$ cat src/rtl/turn_manager_if.sv
// ---------------------------------------------------------------------------
// turn_manager_if
// Signal bundle between the turn manager and the rest of the game.
//   throw_btn   local throw button level (synchronised, debounced)
//   end_throw   one-cycle flight-finished pulse from the simulation stage
//   hp_player1  player 1 health, 7-bit unsigned
//   hp_player2  player 2 health, 7-bit unsigned
//   turn        0 = player 1 throws rightward, 1 = player 2 throws leftward
//   throw_flag  one-cycle throw-start pulse to the simulation stage
//   speed       horizontal step per simulation tick
//   game_over   high once a player is dead
//   winner      00 none, 01 player 1, 10 player 2
// Modports: master = turn manager side, slave = game/simulation side.
// ---------------------------------------------------------------------------
interface turn_manager_if;
  logic       throw_btn;
  logic       end_throw;
  logic [6:0] hp_player1;
  logic [6:0] hp_player2;
  logic       turn;
  logic       throw_flag;
  logic [4:0] speed;
  logic       game_over;
  logic [1:0] winner;

  modport master (
    input  throw_btn,
    input  end_throw,
    input  hp_player1,
    input  hp_player2,
    output turn,
    output throw_flag,
    output speed,
    output game_over,
    output winner
  );

  modport slave (
    output throw_btn,
    output end_throw,
    output hp_player1,
    output hp_player2,
    input  turn,
    input  throw_flag,
    input  speed,
    input  game_over,
    input  winner
  );
endinterface

$ cat src/rtl/turn_manager.sv
// ---------------------------------------------------------------------------
// turn_manager
// Sequences a two-player artillery turn: waits for a fresh button press,
// charges throw speed while the button is held, launches on release, waits
// for the flight to finish (or time out), then either hands the turn to the
// other player or declares a winner.
// Ports:
//   clk60MHz  system clock, rising edge
//   rst       synchronous, active-high reset
//   bus       turn_manager_if.master (button, flight end, health inputs;
//             turn, throw_flag, speed, game_over, winner outputs)
// All outputs are registered; each output register is loaded with the value
// belonging to the state being entered, so outputs change together with the
// state.
// ---------------------------------------------------------------------------
module turn_manager #(
  parameter int unsigned CHARGE_TICK    = 3_000_000,
  parameter int unsigned SPEED_MIN      = 2,
  parameter int unsigned SPEED_MAX      = 20,
  parameter int unsigned FLIGHT_TIMEOUT = 120_000_000
) (
  input  logic           clk60MHz,
  input  logic           rst,
  turn_manager_if.master bus
);

  localparam int unsigned CW = (CHARGE_TICK > 1) ? $clog2(CHARGE_TICK) : 1;

  localparam logic [CW-1:0] CHARGE_LAST = CW'(CHARGE_TICK - 1);
  localparam logic [CW-1:0] CHARGE_ONE  = CW'(1);
  localparam logic [26:0]   FLIGHT_LAST = 27'(FLIGHT_TIMEOUT - 1);
  localparam logic [26:0]   FLIGHT_ONE  = 27'd1;
  localparam logic [4:0]    SPD_MIN     = 5'(SPEED_MIN);
  localparam logic [4:0]    SPD_MAX     = 5'(SPEED_MAX);
  localparam logic [4:0]    SPD_ONE     = 5'd1;

  typedef enum logic [2:0] {
    IDLE,
    ARMED,
    AIM,
    FLIGHT,
    CHECK,
    SWITCH,
    OVER
  } state_t;

  state_t        state_q, state_d;
  logic          turn_q, turn_d;
  logic          flag_q, flag_d;
  logic [4:0]    speed_q, speed_d;
  logic          go_q, go_d;
  logic [1:0]    win_q, win_d;
  logic [CW-1:0] charge_q, charge_d;
  logic [26:0]   flight_q, flight_d;

  // Health is 7-bit and wraps on underflow, so anything above 100 is a
  // negative result and counts as dead.
  function automatic logic is_dead(input logic [6:0] hp);
    return (hp == 7'd0) || (hp > 7'd100);
  endfunction

  always_comb begin
    state_d  = state_q;
    turn_d   = turn_q;
    flag_d   = 1'b0;
    speed_d  = speed_q;
    go_d     = go_q;
    win_d    = win_q;
    charge_d = charge_q;
    flight_d = flight_q;

    case (state_q)
      // A button still held from the previous throw (or across reset) must
      // be released before a new press can arm a throw.
      IDLE: begin
        if (!bus.throw_btn) begin
          state_d = ARMED;
        end
      end

      ARMED: begin
        if (bus.throw_btn) begin
          state_d  = AIM;
          speed_d  = SPD_MIN;
          charge_d = '0;
        end
      end

      AIM: begin
        if (bus.throw_btn) begin
          if (charge_q == CHARGE_LAST) begin
            charge_d = '0;
            if (speed_q < SPD_MAX) begin
              speed_d = speed_q + SPD_ONE;
            end
          end else begin
            charge_d = charge_q + CHARGE_ONE;
          end
        end else begin
          state_d  = FLIGHT;
          flag_d   = 1'b1;
          flight_d = '0;
        end
      end

      // The flight counter holds the number of completed FLIGHT cycles
      // minus one, so the timeout fires after exactly FLIGHT_TIMEOUT cycles.
      FLIGHT: begin
        if (bus.end_throw || (flight_q == FLIGHT_LAST)) begin
          state_d = CHECK;
        end else begin
          flight_d = flight_q + FLIGHT_ONE;
        end
      end

      // turn is loaded on entry to SWITCH so it is already toggled during
      // the SWITCH cycle.
      CHECK: begin
        if (is_dead(bus.hp_player1)) begin
          state_d = OVER;
          go_d    = 1'b1;
          win_d   = 2'b10;
        end else if (is_dead(bus.hp_player2)) begin
          state_d = OVER;
          go_d    = 1'b1;
          win_d   = 2'b01;
        end else begin
          state_d = SWITCH;
          turn_d  = ~turn_q;
        end
      end

      SWITCH: begin
        state_d = IDLE;
      end

      OVER: begin
        state_d = OVER;
      end

      default: begin
        state_d = IDLE;
      end
    endcase
  end

  always_ff @(posedge clk60MHz) begin
    if (rst) begin
      state_q  <= IDLE;
      turn_q   <= 1'b0;
      flag_q   <= 1'b0;
      speed_q  <= SPD_MIN;
      go_q     <= 1'b0;
      win_q    <= 2'b00;
      charge_q <= '0;
      flight_q <= '0;
    end else begin
      state_q  <= state_d;
      turn_q   <= turn_d;
      flag_q   <= flag_d;
      speed_q  <= speed_d;
      go_q     <= go_d;
      win_q    <= win_d;
      charge_q <= charge_d;
      flight_q <= flight_d;
    end
  end

  assign bus.turn       = turn_q;
  assign bus.throw_flag = flag_q;
  assign bus.speed      = speed_q;
  assign bus.game_over  = go_q;
  assign bus.winner     = win_q;

endmodule

$ cat src/flat_wrapper.sv
// flat-port wrapper written by rule: the top's interface ports become plain ports
module turn_manager_flat 
#(
  parameter int unsigned CHARGE_TICK    = 3_000_000,
  parameter int unsigned SPEED_MIN      = 2,
  parameter int unsigned SPEED_MAX      = 20,
  parameter int unsigned FLIGHT_TIMEOUT = 120_000_000
)
  (clk60MHz, rst, bus_throw_btn, bus_end_throw, bus_hp_player1, bus_hp_player2, bus_turn, bus_throw_flag, bus_speed, bus_game_over, bus_winner);
  turn_manager_if bus_i ();
  input  logic clk60MHz;
  input  logic rst;
  input wire logic [$bits(bus_i.throw_btn)-1:0] bus_throw_btn;
  input wire logic [$bits(bus_i.end_throw)-1:0] bus_end_throw;
  input wire logic [$bits(bus_i.hp_player1)-1:0] bus_hp_player1;
  input wire logic [$bits(bus_i.hp_player2)-1:0] bus_hp_player2;
  output wire logic [$bits(bus_i.turn)-1:0] bus_turn;
  output wire logic [$bits(bus_i.throw_flag)-1:0] bus_throw_flag;
  output wire logic [$bits(bus_i.speed)-1:0] bus_speed;
  output wire logic [$bits(bus_i.game_over)-1:0] bus_game_over;
  output wire logic [$bits(bus_i.winner)-1:0] bus_winner;
  assign bus_i.throw_btn = bus_throw_btn;
  assign bus_i.end_throw = bus_end_throw;
  assign bus_i.hp_player1 = bus_hp_player1;
  assign bus_i.hp_player2 = bus_hp_player2;
  assign bus_turn = bus_i.turn;
  assign bus_throw_flag = bus_i.throw_flag;
  assign bus_speed = bus_i.speed;
  assign bus_game_over = bus_i.game_over;
  assign bus_winner = bus_i.winner;
  turn_manager #(.CHARGE_TICK(CHARGE_TICK), .SPEED_MIN(SPEED_MIN), .SPEED_MAX(SPEED_MAX), .FLIGHT_TIMEOUT(FLIGHT_TIMEOUT)) u_core (.clk60MHz(clk60MHz), .rst(rst), .bus(bus_i));
endmodule
$ cat config.mk
export PLATFORM = sky130hd
export DESIGN_NAME = turn_manager_flat
export DESIGN_NICKNAME = d
export VERILOG_FILES = /design/src/rtl/turn_manager_if.sv /design/src/rtl/turn_manager.sv /design/src/flat_wrapper.sv
export SDC_FILE = /design/constraint.sdc
export NUM_CORES = 1
export LEC_CHECK = 0
export BUFFER_PORTS_ARGS = -buffer_cell sky130_fd_sc_hd__buf_2
export CORE_MARGIN = 2
export CORE_UTILIZATION = 35
export DETAILED_ROUTE_END_ITERATION = 10
export GPL_TIMING_DRIVEN = 0
export MAX_ROUTING_LAYER = met4
export PLACE_DENSITY_LB_ADDON = 0.15
export SYNTH_ARGS = -nofsm -noshare
export SYNTH_HDL_FRONTEND = slang
export SYNTH_SLANG_ARGS = --single-unit
$ cat constraint.sdc
create_clock -name clk60MHz -period 2.75 [get_ports clk60MHz]
set_input_delay 0.275 -clock clk60MHz [delete_from_list [all_inputs] [get_ports clk60MHz]]
set_output_delay 0.275 -clock clk60MHz [all_outputs]
set_load 0.01 [all_outputs]
==> results.md <==
- Most common cell after layout, fill and taps aside: dfxtp_1
- Synth Area in Compound Gates: 0.180
- Clock transition at path regs: 0.07 ns
- Residual DRC: 0
- Commonest non-fill, non-tap cells in the layout: dfxtp_1, a21oi_1, nor2_1, nand2_1, buf_2
- Adder-cell share of the synthesized area: 0.0112
- Reg2Reg Setup Slack: 0.34 ns
- CTS root buf: clkbuf_8
- Setup TNS: 0 ns
- Die area: 0.0104 mm2
- Reg-to-reg critical path startpoint: u_core.flight_q[3]
- Initial core utilization: 0.361
- First-pass GRT wire length: 14.2 mm
- Core Util, Final: 0.413
- Placed Area: 0.00365 mm2
- Ratio of cells with drive above 1 in the final layout: 0.128
- Setup Buffers After CTS: 0
- Fin crit share: 0.876
- Final Hold Viols: 0
- CP Data Arrival Time: 2.68 ns
- WP data required: 3.02 ns
- Initial DRT Pass Iterations: 4
- Number of synthesized register bits: 62
- Clock Skews: 0.00851 ns
- Reg-to-Reg End: u_core.flight_q[21]
- Yosys Warn Count: 0
- PortBufs: 26
- Cell area after layout: 0.00383 mm2
- Area occupied by multi-input gates: 0.00200 mm2
- Main combinational cell family by area after synthesis: simple AND/OR/NAND/NOR gates
- CTS Buf Count: 9
- Final setup vio count: 0
- Least-Margin Pin Slew: 1.03 ns
- Core Area: 0.00928 mm2
- CTS tree: yes
- DRT iter0 DRCs: 170
- Pin count of the biggest net entering global routing: 11
- Mapped Nets: 431
- Detail Route Antenna Nets: 0
- Detailed Route WL: 8.37 mm
- Layout Nets: 468
- Syn Inst Count: 410
- H-tree depth: 3
- Site Rows: 35
- Leak: 1.19 nW
- Max-cap violations: 0
- Maximum VDD drop: 0.183 mV
- Worst slew margin: 0.305
- Max clock buf depth: 2
- Antenna cells: 0
- Post-CTS Hold Buffers: 0
- Synth cell types: 63
- Post-synth EDFFs: 0
- Worst-skew pair later-pin latency: 0.34 ns
- Tot GR Track Use: 0.178
- Crit end category: flop
- Initial antenna violation count: 0
- Synthesized area per cell: 8.18 um2
- Routability Congestion: 0.837
- Slew Limit Fails: 0
- Post-synthesis xor/xnor area fraction: 0.0366
- Via density per instance: 5.54
- Synth Flop Type: dfxtp_1
- CP endpoint: u_core.flight_q[21]
- Die H: 102 um
- Global route total overflow: 0
- Area delta synth->final: 14.2%
- IO Count: 28
- DR vias: 3,221
- Critical setup path kind: flop to flop
- Fraction of registers with async set/reset: 0
- Clk sink count: 62
- Final Critical Period: 2.41 ns
- RSZ-0062 raised after global routing: no
- Setup crit start kind: flop
- Routed WL per cell: 14.4 um
- Outcome: finished clean
- Vias in the first global route: 2,941
- Mux cell area share after synthesis: 0.0149
- CTS resizes: 0
- Register area share after synthesis: 0.370
- Mapped Area: 0.00335 mm2
- PwrDens: 465 mW/mm2
- Worst-path fanout max: 8
- # fillers: 982
- Critical-path top delay cell: nor4b_2
- Die width: 102 um
- Synth Area in Simple Gates: 0.354
- Crit-path cells: nand4_1 -> nor4b_2 -> nand2_1 -> or4_1 -> a21oi_1
- HP Class: input port to flop
- Worst path max stage delay: 0.67 ns
- Dpl hpwl: 6.02 mm
- Worst Hold Depth: 2
- Reg2reg path depth: 5
- Sequential Area: 0.00124 mm2
- Fmax: 415 MHz
- Crit. Startpoint: u_core.flight_q[3]
report_power, final:
part | internal [mW] | switching, mW | total, mW | leakage (nW)
registers | 0.903 | 0.00356 | 0.906 | 0.500
clock network | 0.398 | 0.361 | 0.760 | 0.0954
logic | 0.0377 | 0.0767 | 0.114 | 0.595
stage by stage:
step / cells / power [mW] / worst slack (ns) / hold WS (ns)
2_1_floorplan: 410 / 0.999 / 0.603 / 0.439
3_3_place_gp: 565 / 1.04 / 0.346 / 0.441
3_5_place_dp: 565 / 1.04 / 0.320 / 0.441
4_1_cts: 581 / 1.81 / 0.300 / 0.270
5_1_grt: 581 / 1.86 / 0.112 / 0.301
6_report: 581 / 1.78 / 0.341 / 0.281
synth_stat cells (all sizes together), types with 6 or more instances:
master	instances	area share
nand3	19	0.028
nor4	14	0.026
dfxtp	62	0.37
nor2	34	0.038
buf	6	0.010
nand2	34	0.039
inv	10	0.011
nand4	19	0.037
clkbuf	9	0.010
and4	6	0.016
o21ai	19	0.028
a21oi	36	0.054
or4	20	0.047
nor3	11	0.016
xnor2	12	0.031
or3	14	0.026
o31ai	13	0.029
area by class of cell:
class / count / area share
clock inverters: 3 / 0.00457
repair buffers: 26 / 0.0340
inverters: 11 / 0.0108
multi-input cells: 322 / 0.523
plain buffers: 15 / 0.0180
clock buffers: 13 / 0.0441
flip-flops and latches: 62 / 0.324
well taps: 129 / 0.0421
flip-flops by register name (all words and copies together) (netlist names):
name                   flops
u_core.bus.speed           5
u_core.bus.throw_flag      1
u_core.state_q             3
u_core.bus.winner          2
u_core.flight_q           27
u_core.bus.turn            1
u_core.charge_q           22
u_core.bus.game_over       1
how the worst min path moves through the flow:
| stage | startpoint | end | slack, ns |
|---|---|---|---|
| detailed placement | u_core.bus.game_over | u_core.bus.game_over | 0.44 |
| CTS | bus_throw_btn | u_core.bus.throw_flag | 0.27 |
| global placement | u_core.bus.game_over | u_core.bus.game_over | 0.44 |
| global route | bus_throw_btn | u_core.bus.throw_flag | 0.30 |
| floorplan | u_core.flight_q[26] | u_core.flight_q[26] | 0.44 |
| finish | bus_throw_btn | u_core.bus.throw_flag | 0.28 |
critical path, delay by kind of cell (launching register included):
| kind | cells | cell delay (ns) |
|---|---|---|
| flip-flops | 1 | 0.41 |
| AO/OA/AOI/OAI | 1 | 0.15 |
| AND/OR/NAND/NOR | 4 | 1.77 |
layer usage:
layer,vias to the layer above,track usage,share of wire
met5,-,-,0
met2,54,0.262,0.42
met1,1513,0.242,0.52
met3,12,0.0315,0.041
met4,0,0.0708,0.017
li1,1642,-,-
kinds of logic (layout without fill, tap and decap cells):
kind of cell,after synthesis,count (layout)
buffers and inverters,26,68
flip-flops,62,62
multiplexers,5,5
adder cells (fa/ha/maj),3,3
AND/OR/NAND/NOR,205,205
XOR/XNOR,14,14
AO/OA/AOI/OAI,95,95
Note: power is estimated with default switching activity, not from simulation.
